`src/rtl/sram_access_ctrl_if.sv`:
```
// Request/response handshake between the memory/IO front end and the SRAM bus sequencer.
interface sram_access_ctrl_if #(
    parameter int ADDR_W = 20,
    parameter int DATA_W = 16
) ();
    logic              req_valid;
    logic              req_ready;
    logic              req_we;
    logic [1:0]        req_be;
    logic [ADDR_W-1:0] req_addr;
    logic [DATA_W-1:0] req_wdata;
    logic              rsp_valid;
    logic [DATA_W-1:0] rsp_rdata;

    modport master (
        output req_valid, req_we, req_be, req_addr, req_wdata,
        input  req_ready, rsp_valid, rsp_rdata
    );

    modport slave (
        input  req_valid, req_we, req_be, req_addr, req_wdata,
        output req_ready, rsp_valid, rsp_rdata
    );
endinterface

```
`src/rtl/sram_access_ctrl.sv`:
```
// Bus-cycle sequencer for an external async 1Mx16 SRAM: one request at a time,
// registered strobes with programmable wait states and a write-to-read turnaround.
module sram_access_ctrl #(
    parameter int ADDR_W  = 20,
    parameter int DATA_W  = 16,
    parameter int RD_WAIT = 2,
    parameter int WR_WAIT = 2,
    parameter int TURN    = 1
) (
    input  logic              Clk,
    input  logic              Reset,
    sram_access_ctrl_if.slave bus,
    output logic              CE_N,
    output logic              OE_N,
    output logic              WE_N,
    output logic              UB_N,
    output logic              LB_N,
    output logic [ADDR_W-1:0] ADDR,
    output logic [DATA_W-1:0] Data_write,
    input  logic [DATA_W-1:0] Data_read,
    output logic              drive_en
);

    localparam int MAX_RW   = (RD_WAIT > WR_WAIT) ? RD_WAIT : WR_WAIT;
    localparam int MAX_WAIT = (MAX_RW > TURN) ? MAX_RW : TURN;
    localparam int CNT_W    = $clog2(MAX_WAIT + 1);

    localparam logic [CNT_W-1:0] RD_LOAD = CNT_W'(RD_WAIT - 1);
    localparam logic [CNT_W-1:0] WR_LOAD = CNT_W'(WR_WAIT - 1);
    localparam logic [CNT_W-1:0] TA_LOAD = CNT_W'((TURN > 0) ? TURN - 1 : 0);
    localparam logic [CNT_W-1:0] CNT_ONE = CNT_W'(1);

    typedef enum logic [2:0] {IDLE, RD, RDONE, WS, WP, WH, TA} state_t;

    state_t            state_q, state_d;
    logic [CNT_W-1:0]  cnt_q, cnt_d;
    logic [1:0]        be_q, be_d;
    logic [ADDR_W-1:0] addr_q, addr_d;
    logic [DATA_W-1:0] wdata_q, wdata_d;
    logic [DATA_W-1:0] rdata_q, rdata_d;
    logic              ready_q, ready_d;
    logic              rsp_valid_q, rsp_valid_d;
    logic              ce_n_q, ce_n_d;
    logic              oe_n_q, oe_n_d;
    logic              we_n_q, we_n_d;
    logic              ub_n_q, ub_n_d;
    logic              lb_n_q, lb_n_d;
    logic              drive_en_q, drive_en_d;
    logic              accept;
    logic              active_d;

    always_comb begin
        state_d = state_q;
        cnt_d   = cnt_q;
        be_d    = be_q;
        addr_d  = addr_q;
        wdata_d = wdata_q;
        rdata_d = rdata_q;
        accept  = bus.req_valid && ready_q;

        case (state_q)
            IDLE: begin
                if (accept) begin
                    be_d    = bus.req_be;
                    addr_d  = bus.req_addr;
                    wdata_d = bus.req_wdata;
                    if (bus.req_we) begin
                        state_d = WS;
                    end else begin
                        state_d = RD;
                        cnt_d   = RD_LOAD;
                    end
                end
            end
            RD: begin
                // Data is sampled on the edge that ends the last OE_N-low cycle.
                if (cnt_q == '0) begin
                    rdata_d = Data_read;
                    state_d = RDONE;
                end else begin
                    cnt_d = cnt_q - CNT_ONE;
                end
            end
            RDONE: state_d = IDLE;
            WS: begin
                state_d = WP;
                cnt_d   = WR_LOAD;
            end
            WP: begin
                if (cnt_q == '0) state_d = WH;
                else             cnt_d   = cnt_q - CNT_ONE;
            end
            WH: begin
                if (TURN == 0) begin
                    state_d = IDLE;
                end else begin
                    state_d = TA;
                    cnt_d   = TA_LOAD;
                end
            end
            TA: begin
                if (cnt_q == '0) state_d = IDLE;
                else             cnt_d   = cnt_q - CNT_ONE;
            end
            default: state_d = IDLE;
        endcase
    end

    // Strobes are decoded from the next state and registered so the pins never glitch.
    always_comb begin
        active_d    = (state_d == RD) || (state_d == WS) || (state_d == WP) || (state_d == WH);
        ce_n_d      = !active_d;
        oe_n_d      = (state_d != RD);
        we_n_d      = (state_d != WP);
        ub_n_d      = !(active_d && be_d[1]);
        lb_n_d      = !(active_d && be_d[0]);
        drive_en_d  = (state_d == WS) || (state_d == WP) || (state_d == WH);
        rsp_valid_d = (state_d == RDONE) || (state_d == WH);
        ready_d     = (state_d == IDLE);
    end

    always_ff @(posedge Clk or negedge Reset) begin
        if (!Reset) begin
            state_q     <= IDLE;
            cnt_q       <= '0;
            be_q        <= '0;
            addr_q      <= '0;
            wdata_q     <= '0;
            rdata_q     <= '0;
            ready_q     <= 1'b0;
            rsp_valid_q <= 1'b0;
            ce_n_q      <= 1'b1;
            oe_n_q      <= 1'b1;
            we_n_q      <= 1'b1;
            ub_n_q      <= 1'b1;
            lb_n_q      <= 1'b1;
            drive_en_q  <= 1'b0;
        end else begin
            state_q     <= state_d;
            cnt_q       <= cnt_d;
            be_q        <= be_d;
            addr_q      <= addr_d;
            wdata_q     <= wdata_d;
            rdata_q     <= rdata_d;
            ready_q     <= ready_d;
            rsp_valid_q <= rsp_valid_d;
            ce_n_q      <= ce_n_d;
            oe_n_q      <= oe_n_d;
            we_n_q      <= we_n_d;
            ub_n_q      <= ub_n_d;
            lb_n_q      <= lb_n_d;
            drive_en_q  <= drive_en_d;
        end
    end

    assign bus.req_ready = ready_q;
    assign bus.rsp_valid = rsp_valid_q;
    assign bus.rsp_rdata = rdata_q;
    assign CE_N          = ce_n_q;
    assign OE_N          = oe_n_q;
    assign WE_N          = we_n_q;
    assign UB_N          = ub_n_q;
    assign LB_N          = lb_n_q;
    assign ADDR          = addr_q;
    assign Data_write    = wdata_q;
    assign drive_en      = drive_en_q;

endmodule

```
`src/flat_wrapper.sv`:
```
// flat-port wrapper written by rule: the top's interface ports become plain ports
module sram_access_ctrl_flat 
#(
    parameter int ADDR_W  = 20,
    parameter int DATA_W  = 16,
    parameter int RD_WAIT = 2,
    parameter int WR_WAIT = 2,
    parameter int TURN    = 1
)
  (Clk, Reset, CE_N, OE_N, WE_N, UB_N, LB_N, ADDR, Data_write, Data_read, drive_en, bus_req_valid, bus_req_we, bus_req_be, bus_req_addr, bus_req_wdata, bus_req_ready, bus_rsp_valid, bus_rsp_rdata);
  sram_access_ctrl_if #(.ADDR_W(ADDR_W), .DATA_W(DATA_W)) bus_i ();
  input  logic Clk;
  input  logic Reset;
  output logic CE_N;
  output logic OE_N;
  output logic WE_N;
  output logic UB_N;
  output logic LB_N;
  output logic [ADDR_W-1:0] ADDR;
  output logic [DATA_W-1:0] Data_write;
  input  logic [DATA_W-1:0] Data_read;
  output logic drive_en;
  input wire logic [$bits(bus_i.req_valid)-1:0] bus_req_valid;
  input wire logic [$bits(bus_i.req_we)-1:0] bus_req_we;
  input wire logic [$bits(bus_i.req_be)-1:0] bus_req_be;
  input wire logic [$bits(bus_i.req_addr)-1:0] bus_req_addr;
  input wire logic [$bits(bus_i.req_wdata)-1:0] bus_req_wdata;
  output wire logic [$bits(bus_i.req_ready)-1:0] bus_req_ready;
  output wire logic [$bits(bus_i.rsp_valid)-1:0] bus_rsp_valid;
  output wire logic [$bits(bus_i.rsp_rdata)-1:0] bus_rsp_rdata;
  assign bus_i.req_valid = bus_req_valid;
  assign bus_i.req_we = bus_req_we;
  assign bus_i.req_be = bus_req_be;
  assign bus_i.req_addr = bus_req_addr;
  assign bus_i.req_wdata = bus_req_wdata;
  assign bus_req_ready = bus_i.req_ready;
  assign bus_rsp_valid = bus_i.rsp_valid;
  assign bus_rsp_rdata = bus_i.rsp_rdata;
  sram_access_ctrl #(.ADDR_W(ADDR_W), .DATA_W(DATA_W), .RD_WAIT(RD_WAIT), .WR_WAIT(WR_WAIT), .TURN(TURN)) u_core (.Clk(Clk), .Reset(Reset), .bus(bus_i), .CE_N(CE_N), .OE_N(OE_N), .WE_N(WE_N), .UB_N(UB_N), .LB_N(LB_N), .ADDR(ADDR), .Data_write(Data_write), .Data_read(Data_read), .drive_en(drive_en));
endmodule
```
`config.mk`:
```
export PLATFORM = sky130hd
export DESIGN_NAME = sram_access_ctrl_flat
export DESIGN_NICKNAME = d
export VERILOG_FILES = /design/src/rtl/sram_access_ctrl_if.sv /design/src/rtl/sram_access_ctrl.sv /design/src/flat_wrapper.sv
export SDC_FILE = /design/constraint.sdc
export NUM_CORES = 1
export LEC_CHECK = 0
export CORE_ASPECT_RATIO = 1.4
export CORE_MARGIN = 3
export CORE_UTILIZATION = 54
export CTS_CLUSTER_SIZE = 20
export DETAILED_ROUTE_END_ITERATION = 16
export DONT_BUFFER_PORTS = 1
export GPL_TIMING_DRIVEN = 0
export HOLD_SLACK_MARGIN = 0.12
export PLACE_DENSITY = 0.77
export SYNTH_ARGS = -nofsm -noshare
export SYNTH_HDL_FRONTEND = slang
export SYNTH_SLANG_ARGS = --single-unit
export TNS_END_PERCENT = 1
```
`constraint.sdc`:
```
create_clock -name Clk -period 4.65 [get_ports Clk]
set_clock_uncertainty 0.1 [all_clocks]
set_input_delay 0.465 -clock Clk [delete_from_list [all_inputs] [get_ports Clk]]
set_output_delay 0.465 -clock Clk [all_outputs]
set_load 0.03 [all_outputs]
```
==> results.md, run 1 <==
* Dpl cells at about 250
* F_max at between 500 and 600 MHz
* Final min period at around 2 ns
* Final ANT Viol Nets at 0
* Global-route wire length before repair at roughly 8.4 mm
* Chip height at ~90 um
* Peak supply drop at about 0.00042 V
* Crit path max fanout at 10
* CP peak stage delay at between 0.4 and 0.5 ns
* Clock Tree Root: clkbuf_8
* CTS clock-pin slew for the worst setup and hold paths at roughly 0.070 ns
* Worst-path cell chain: inv_1 -> ha_1 -> nand2b_1 -> nor2_2 -> buf_2 -> mux2_2
* Synthesized area at between 2000 and 3000 um2
* Clk_lat worst skew at 0.33 ns
* Synth-to-Final Area Change at 11.7%
* Syn nets at roughly 250
* Slew Viols, Final at 0
* CTS buffer count at 9
* Fillers at roughly 400
* CTS tree: built
* Largest net degree at the start of global routing at a little under 70
* Via Count at 1536
* GPL Wtd Cong at about 0.9
* N_diodes at 0
* Synth unique cells at 40
* Seq/Total Area, Yosys at around three fifths
* Syn avg cell area at 14.8 um2
* Top-count cell post-synth: dfrtp_1
* FF/Latch Area at between 1500 and 2000 um2
* Die W at between 60 and 70 um
* Initial Util at a little under three fifths
* Async S/R FF share, synth at 100%
* Crit-path slowest cell: dfrtp_1
* Remaining DRCs at 0
* End-of-flow core utilization at between 60% and 70%
* Syn Inst Count at 188
* Worst-margin pin slew at about 0.43 ns
* Startpoint types: register
* Via/cell ratio at between 5 and 6
* Initial antenna violation count at 0
* Std-Cell Core Area at about 5000 um2
* Outcome: complete, no violations
* # port buffers at 0
* Final period utilization at 42.8%
* Crit. End Element: register
* 1st-pass router iterations at 4
* H-Tree Depth at 3
* # rows at 30
* Post-detail-place hpwl at approximately 4.1 mm
* Endpoints failing hold at 0
* TritonCTS sink count at between 60 and 70
* Starting DRT DRC Count at 34
* Area of the multi-input gates at roughly 1000 um2
* Leakage at about 1.4 nW
* Final TNS setup at 0 ns
* Max-cap violations at 0
* Largest cells by area after synthesis: dfrtp_1 (56%), mux2_2 (14%), mux2_4 (9.7%), dfstp_2 (4.7%), buf_6 (1.2%)
* Synth warn at 0
* Synth area leader: dfrtp_1
* Hold WS at around 0.18 ns
* PwrDens at between 900 and 1000 nW/um2
* Grt ovf at 0
* Global Route Usage Sum at between 10% and 20%
* IO Pins at 118
* Flops & latches, synth at between 60 and 70
* Post-CTS Setup Bufs at 0
* Fin nets at 260
* WL/cell at between 20 and 25 um
* Crit Path Category: reg -> reg
* DP Area at 2870 um2
* Worst slew margin at 71.3%
* Post-synth top cells: dfrtp_1 (62), mux2_2 (34), mux2_4 (18)
* Main synth FF type: dfrtp_1
* DRT Wirelength at roughly 5.6 mm
* DIE AREA at between 6000 and 7000 um2
* Cell area after layout at approximately 3100 um2
* RSZ-0062 raised after global routing: false
* Top cell type's share of synthesized area at between 50% and 60%
* Layout cell share with drive strength beyond 1 at 41.3%
* Critical Path RT at 4.76 ns
* Non-Filler Instances at 270
* Vias in the first global route at 1632
* Hold WC Path Type: in -> reg
* Final Setup Violations at 0
* Worst Path Arrival at around 2.1 ns
* Number of flops mapped to enable cells by yosys at 0
* Clk buf depth at 2
==> final timing paths <==
check                                                           end  slack, ns  cells after the start                        start
worst max-delay path            u_core.bus.rsp_rdata[2]$_DFFE_PN0P_       2.66                      6  u_core.cnt_q[0]$_DFFE_PN0P_
worst min-delay path                    u_core.ADDR[18]$_DFFE_PN0P_       0.18                      1             bus_req_addr[18]
worst max register to register  u_core.bus.rsp_rdata[2]$_DFFE_PN0P_       2.66                      6  u_core.cnt_q[0]$_DFFE_PN0P_
worst min register to register          u_core.cnt_q[0]$_DFFE_PN0P_       0.52                      2  u_core.cnt_q[0]$_DFFE_PN0P_
max in group asynchronous                     u_core.CE_N$_DFF_PN1_       3.56                      2                        Reset
min in group asynchronous                u_core.ADDR[2]$_DFFE_PN0P_       0.56                      2                        Reset
==> sequential cells by signal (all words and copies together), names as in the netlist, 2 cells and up <==
register / count
u_core.be_q: 2
u_core.Data_write: 16
u_core.ADDR: 20
u_core.bus.rsp_rdata: 16
u_core.state_q: 3
u_core.cnt_q: 2
==> cells by family after synthesis <==
kind of cell,after synthesis,share of synthesized area [%]
buffers and inverters,15,3.05
multiplexers,53,23.8
AO/OA/AOI/OAI,22,5.66
AND/OR/NAND/NOR,30,6.65
adder cells (fa/ha/maj),1,0.449
flip-flops,67,60.4
==> worst max-delay path: cells and delay by family, from the launching register on <==
| family | cells | cell delay [ns] |
|---|---|---|
| DFF | 1 | 0.42 |
| and+or+nand+nor | 2 | 0.41 |
| buffers and inverters | 2 | 0.39 |
| muxes | 1 | 0.36 |
| adders and majority gates | 1 | 0.18 |
==> power breakdown <==
| group | internal, W | switching [W] |
|---|---|---|
| Combinational | 0.000418 | 0.000296 |
| Sequential | 0.000888 | 0.000741 |
| Clock | 0.000300 | 0.000200 |
==> stage by stage <==
step	worst slack [ns]	power, W
finish	2.66	0.00284
detailed placement	2.67	0.00235
global placement	2.72	0.00229
CTS	2.64	0.00287
floorplan	2.87	0.00216
global route	2.52	0.00299
==> layout by cell type, fill, tap and decap left out, drive strengths merged, types with 3 or more instances in the layout <==
master  instances
and3            3
buf             7
clkbuf         15
dfrtp          62
dfstp           5
inv             5
mux2           52
nand2           5
nand2b          4
nand3           3
nor2b           4
o21ai           5
==> layout make-up <==
class	instances	share of cell area, %
Sequential cell	67	54.1
Multi-Input combinational cell	106	32.7
Clock buffer	11	4.22
Tap cell	64	2.57
Clock inverter	5	2.49
Buffer	10	2.13
Timing Repair Buffer	2	1.21
Inverter	5	0.603
==> metal layers <==
layer  track usage [%]  wire length [um]  up-vias
met5                 0                 0        -
met4              6.44               100        0
met3              7.30               486        7
met2              32.9              2990       84
met1              20.0              1980      752
li1                  -                 -      693
==> what timing repair did <==
| item | CTS | global route |
|---|---|---|
| hold buffers | 2 | 0 |
| endpoints found under the hold margin | 67 | 0 |
| resized for setup | 0 | 0 |
Note: power is estimated with default switching activity, not from simulation.
==> inputs of run 2 (changes only) <==
PLACE_DENSITY = 0.8   (was 0.77)
clock period = 1.61 ns   (was 4.65 ns; I/O delays follow)
==> run 2 against run 1 <==
  * The flow now finishes with violations (hold timing, setup timing)
  * Critical path type unchanged
  * Register-to-register slack worse by 2.8 ns
  * Highest routed layer unchanged
  * Final cell count up 23%
  * Worst setup slack worse by 2.8 ns
  * Routed wire length up 26%
==> results.md, run 2 (synthesis gave the netlist of run 1 again) <==
* IO Pins at 118
* Via Count at between 1500 and 2000
* Remaining DRCs at 0
* Final ANT Viol Nets at 0
* Std-Cell Core Area at about 5000 um2
* Reg2reg setup slack at -0.11 ns
* Synth-to-Final Area Change at 37.4%
* Post-CTS Hold Buffers at 56
* GPL Wtd Cong at approximately 0.86
* Final period utilization at 107%
* PwrDens at between 2000 and 2500 nW/um2
* CTS tree: built
* Critical Path RT at 1.73 ns
* DIE AREA at between 6000 and 7000 um2
* Switch share at 42.6%
* Vias in the first global route at 2034
* Slew Viols, Final at 0
* Crit Path Category: reg -> reg
* Largest net degree at the start of global routing at between 60 and 70
* Leakage at approximately 1.7 nW
* Clock Tree Root: clkbuf_8
* Initial antenna violation count at 0
* Global Route Usage Sum at 23.8%
* FF-to-FF End: u_core.ADDR[7]$_DFFE_PN0P_
* RSZ-0062 raised after global routing: true
* Clk buf depth at 2
* Share of total power in combinational logic at between 20 and 30%
* WP buf/inv at 2
* Global-route wire length before repair at 10.6 mm
* Reg power frac at around 53%
* Worst-path cell chain: and4bb_4 -> and2_4 -> buf_12 -> buf_12 -> mux2_4
* Hold WC Path Type: in -> async
* R2r worst-path depth at 5
* Final Setup Violations at 31
* Final min period at ~1.7 ns
* Via/cell ratio at approximately 5.6
* Initial Util at a little under three fifths
* Fillers at 268
* Commonest non-fill, non-tap cell in the layout: dfrtp_1
* End-of-flow core utilization at 77.8%
* 1st-pass router iterations at 4
* Worst Path Arrival at around 1.8 ns
* Die W at 66.7 um
* Post-detail-place hpwl at 4.34 mm
* Most frequent cells in the layout: dfrtp_1 (61), dlygate4sd3_1 (56), mux2_2 (34)
* Clk_lat worst skew at 0.33 ns
* Max reg flops at 20
* Grt ovf at 0
* Crit path max fanout at 10
* CP peak stage delay at 0.49 ns
* Hold WS at -0.597 ns
* # rows at 30
* Critical path's top delay family: flip-flops
* Clock network power share at 19.1%
* Crit path top cell by count: buf_12
* CTS clock-pin slew for the worst setup and hold paths at ~0.08 ns
* Layout cell share with drive strength beyond 1 at approximately two fifths
* Outcome: finished, violations left
* Worst-margin pin slew at 0.431 ns
* Max-cap violations at 0
* Peak supply drop at 0.00145 V
* Final TNS setup at -2.43 ns
* Crit-path slowest cell: dfrtp_2
* Startpoint types: register
* Switch Pwr at between 0.003 and 0.004 W
* Endpoints failing hold at between 60 and 70
* TritonCTS sink count at 67
* Reg2Reg Launch Point: u_core.bus.req_ready$_DFF_PN0_
* Power Internal at approximately 0.0052 W
* F_max at 580 MHz
* # port buffers at 0
* DRT Wirelength at about 7 mm
* Fin nets at 321
* Chip height at between 90 and 100 um
* WL/cell at 21.2 um
* Final worst setup slack at -0.113 ns
* Crit. End Element: register
* Worst slew margin at ~71%
* Place WS at -0.224 ns
* Failing checks: hold timing, setup timing
* CTS buffer count at 9
* H-Tree Depth at 3
* Starting DRT DRC Count at 129
## run 2: cell types whose count changed in the layout (fill, tap and decap cells not counted), sizes merged
cell and change:
buf +6, dlygate4sd3 +55, diode +1, clkinvlp -1, bufinv +1, clkinv +1, clkbuf -1
## run 2: power groups by stage
stage / Sequential (W) / Combinational [W] / Clock [W]
6_report: 0.00473 / 0.00254 / 0.00172
2_1_floorplan: 0.00453 / 0.00176 / 0
4_1_cts: 0.00472 / 0.00236 / 0.00174
5_1_grt: 0.00483 / 0.00274 / 0.00181
3_5_place_dp: 0.00477 / 0.00206 / 0
3_3_place_gp: 0.00471 / 0.00193 / 0
## run 2: what timing repair did
action	CTS	global route
endpoints found under the hold margin	129	67
resized for setup	10	8
pin swaps	4	2
cloned	0	0
endpoints found under the setup margin	50	58
buffers inserted	5	2
## run 2: how the worst max path moves through the flow
stage / from / endpoint / slack (ns) / cells after the start
4_1_cts: u_core.bus.req_ready$_DFF_PN0_ / u_core.ADDR[7]$_DFFE_PN0P_ / -0.12 / 5
2_1_floorplan: u_core.state_q[0]$_DFF_PN0_ / u_core.ADDR[10]$_DFFE_PN0P_ / -0.08 / 5
3_3_place_gp: u_core.state_q[0]$_DFF_PN0_ / u_core.ADDR[4]$_DFFE_PN0P_ / -0.19 / 5
5_1_grt: u_core.bus.req_ready$_DFF_PN0_ / u_core.ADDR[2]$_DFFE_PN0P_ / -0.15 / 5
3_5_place_dp: u_core.cnt_q[0]$_DFFE_PN0P_ / u_core.cnt_q[0]$_DFFE_PN0P_ / -0.22 / 6
6_report: u_core.bus.req_ready$_DFF_PN0_ / u_core.ADDR[7]$_DFFE_PN0P_ / -0.11 / 5
## run 2: area by class of cell
type	count	area (um2)	share of cell area, %
inverters	5	18.8	0.490
multi-input cells	106	1060	27.8
clock buffers	10	138	3.60
well taps	64	80.1	2.09
plain buffers	10	110	2.88
diodes	1	2.50	0.0654
repair buffers	63	617	16.1
clock inverters	6	113	2.94
flip-flops and latches	67	1680	44.0
## run 2: through the flow
step	hold slack, ns	total power, W	std cells	cell area, um2
3_5_place_dp	-0.233	0.00683	252	2890
6_report	-0.597	0.00899	332	3830
5_1_grt	-0.615	0.00938	331	3820
4_1_cts	-0.606	0.00883	329	3770
3_3_place_gp	-0.233	0.00664	252	2890
2_1_floorplan	-0.235	0.00629	188	2810
## run 2: routing by layer
layer / share of wire, % / GRT usage (%)
met1: 35 / 26.2
met2: 56 / 41.8
met3: 7.4 / 6.44
met4: 2.3 / 9.66
met5: 0 / 0
==> inputs of run 3 (changes only) <==
--- a/config.mk
+++ b/config.mk
@@ -15,4 +15,5 @@
 export HOLD_SLACK_MARGIN = 0.12
 export PLACE_DENSITY = 0.8
+export RECOVER_POWER = 100
 export SYNTH_ARGS = -nofsm -noshare
 export SYNTH_HDL_FRONTEND = slang
--- a/constraint.sdc
+++ b/constraint.sdc
@@ -3,3 +3,3 @@
 set_input_delay 0.161 -clock Clk [delete_from_list [all_inputs] [get_ports Clk]]
 set_output_delay 0.161 -clock Clk [all_outputs]
-set_load 0.03 [all_outputs]
+set_load 0.01 [all_outputs]
==> run 3 against run 2 <==
  * The flow still finishes with violations (hold timing, setup timing)
  * Routed wire length up 5.1%
  * Combinational power rose by 11%
  * Via count increased by 1.7%
  * Global-route usage up 0.77 points
  * First-iteration DRC count grew 4.7%
==> results.md, run 3 (synthesis gave the netlist of run 1 again) <==
* Outcome: finished, violations left
* Failing checks: hold timing, setup timing
* GPL Wtd Cong at ~0.86
* Initial antenna violation count at 0
* Most frequent cells in the layout: dfrtp_1 (61), dlygate4sd3_1 (56), mux2_2 (27)
* TritonCTS sink count at 67
* RSZ-0062 raised after global routing: true
* Switch Pwr at around 0.0027 W
* Post-detail-place hpwl at 4.29 mm
* H-Tree Depth at 3
* Leakage at around 1.7 nW
* FF/Latch Area at 1680 um2
* Via/cell ratio at about 5.6
* Layout cell share with drive strength beyond 1 at about two fifths
* Global Route Usage Sum at about a quarter
* Cell area after layout at approximately 3900 um2
* Chip height at roughly 91 um
* CP peak stage delay at between 0.3 and 0.4 ns
* Max-cap violations at 0
* Worst-margin pin slew at 0.448 ns
* Die W at 66.7 um
* Worst-path cell chain: and4bb_4 -> and2_4 -> buf_12 -> buf_12 -> mux2_4
* # port buffers at 0
* Share of total power in combinational logic at approximately 37%
* Area of the multi-input gates at about 1100 um2
* Grt ovf at 0
* Crit-path slowest cell: dfrtp_1
* Final worst setup slack at -0.0648 ns
* Crit. End Element: register
* DP Area at about 2900 um2
* Place WS at -0.224 ns
* Std-Cell Core Area at ~5000 um2
* Non-Filler Instances at around 340
* Crit path top cell by count: buf_12
* Global-route wire length before repair at between 10 and 15 mm
* WP buf/inv at 2
* Clk buf depth at 2
* Hold WC Path Type: in -> async
* N_diodes at 0
* Endpoints failing hold at 67
* Worst Path Arrival at between 1.5 and 2 ns
* Final period utilization at 104%
* PwrDens at 2000 nW/um2
* Final min period at ~1.7 ns
* Initial Util at about 57%
* Startpoint types: register
* Crit path max fanout at 9
* Clk_lat worst skew at between 0.3 and 0.4 ns
* Largest net degree at the start of global routing at a little under 70
* Reg power frac at 46.2%
* Critical path's top delay family: simple AND/OR/NAND/NOR gates
* Slew Viols, Final at 0
* CTS tree: built
* Vias in the first global route at between 2000 and 2500
* Fin nets at about 330
* Final Setup Violations at 38
* Switch share at approximately a third
* Max reg flops at 20
* WL/cell at 21.9 um
* Clock network power share at roughly 17%
* 1st-pass router iterations at 4
* Clock Tree Root: clkbuf_8
* Design Power at between 0.007 and 0.008 W
* Reg2reg setup slack at -0.06 ns
* Fillers at between 200 and 300
* # rows at 30
* CTS clock-pin slew for the worst setup and hold paths at ~0.080 ns
* Critical Path RT at 1.72 ns
* Hold WS at -0.585 ns
* Starting DRT DRC Count at about 140
* F_max at 597 MHz
* Commonest non-fill, non-tap cell in the layout: dfrtp_1
* Peak supply drop at approximately 0.0012 V
* Via Count at 1888
* IO Pins at between 100 and 150
* DRT Wirelength at 7.39 mm
* DIE AREA at 6070 um2
* CTS buffer count at 9
* Dpl cells at approximately 250
* Final ANT Viol Nets at 0
* Synth-to-Final Area Change at 38.9%
* Remaining DRCs at 0
* Crit Path Category: reg -> reg
* Power Internal at 0.00508 W
* Worst slew margin at between 70% and 80%
## run 3: area by class of cell
cell class	instances	share of cell area [%]
buffer	10	2.81
clock buffer	13	3.85
clock inverter	3	1.03
inverter	5	0.485
multi-input combinational	106	28.3
sequential	67	43.5
tap	64	2.07
timing repair buffer	69	17.9
## run 3: worst register-to-register path, cell delays in order, from the launching register on
cell      delay, ns
dfrtp_1        0.39
and4bb_4       0.34
and2_4         0.16
buf_12         0.13
buf_12         0.14
mux2_4         0.31
## run 3: final timing paths
path,startpoint,end,cells after the start
max in group asynchronous,Reset,u_core.LB_N$_DFF_PN1_,0
min,Reset,u_core.ADDR[10]$_DFFE_PN0P_,0
max reg2reg,u_core.state_q[0]$_DFF_PN0_,u_core.ADDR[17]$_DFFE_PN0P_,5
min in group Clk,bus_req_valid,u_core.drive_en$_DFF_PN0_,4
min reg2reg,u_core.Data_write[6]$_DFFE_PN0P_,u_core.Data_write[6]$_DFFE_PN0P_,1
max,u_core.state_q[0]$_DFF_PN0_,u_core.ADDR[17]$_DFFE_PN0P_,5
## run 3: timing repair
| action | in CTS | in global routing |
|---|---|---|
| cloned | 1 | 0 |
| resized for setup | 17 | 11 |
| endpoints found under the setup margin | 56 | 60 |
| endpoints found under the hold margin | 129 | 68 |
| hold buffers | 55 | 1 |
| setup buffers | 10 | 2 |
| pin swaps | 3 | 3 |
## run 3: layer usage
layer  up-vias  part of all wire, %  GRT usage, %  wire (um)
met5         -                    0             0          0
met3        16                  8.0          5.94        589
met1       945                   34          26.3       2520
met2       100                   55          43.9       4100
li1        827                    -             -          -
met4         0                  2.4          11.2        180
## run 3: power groups by stage
stage / combinational (W) / clock (W) / sequential [W]
after floorplan: 0.00176 / 0 / 0.00336
after global placement: 0.00194 / 0 / 0.00355
after detailed placement: 0.00207 / 0 / 0.00361
after CTS: 0.00257 / 0.00135 / 0.00357
after global routing: 0.00303 / 0.00144 / 0.00367
final: 0.00283 / 0.00134 / 0.00359
## run 3: stage by stage
step	util, %	setup TNS [ns]
finish	78.7	-1.33
global route	78.7	-2.92
CTS	77.3	-1.28
detailed placement	58.7	-7.81
global placement	58.7	-6.27
floorplan	-	-1.48
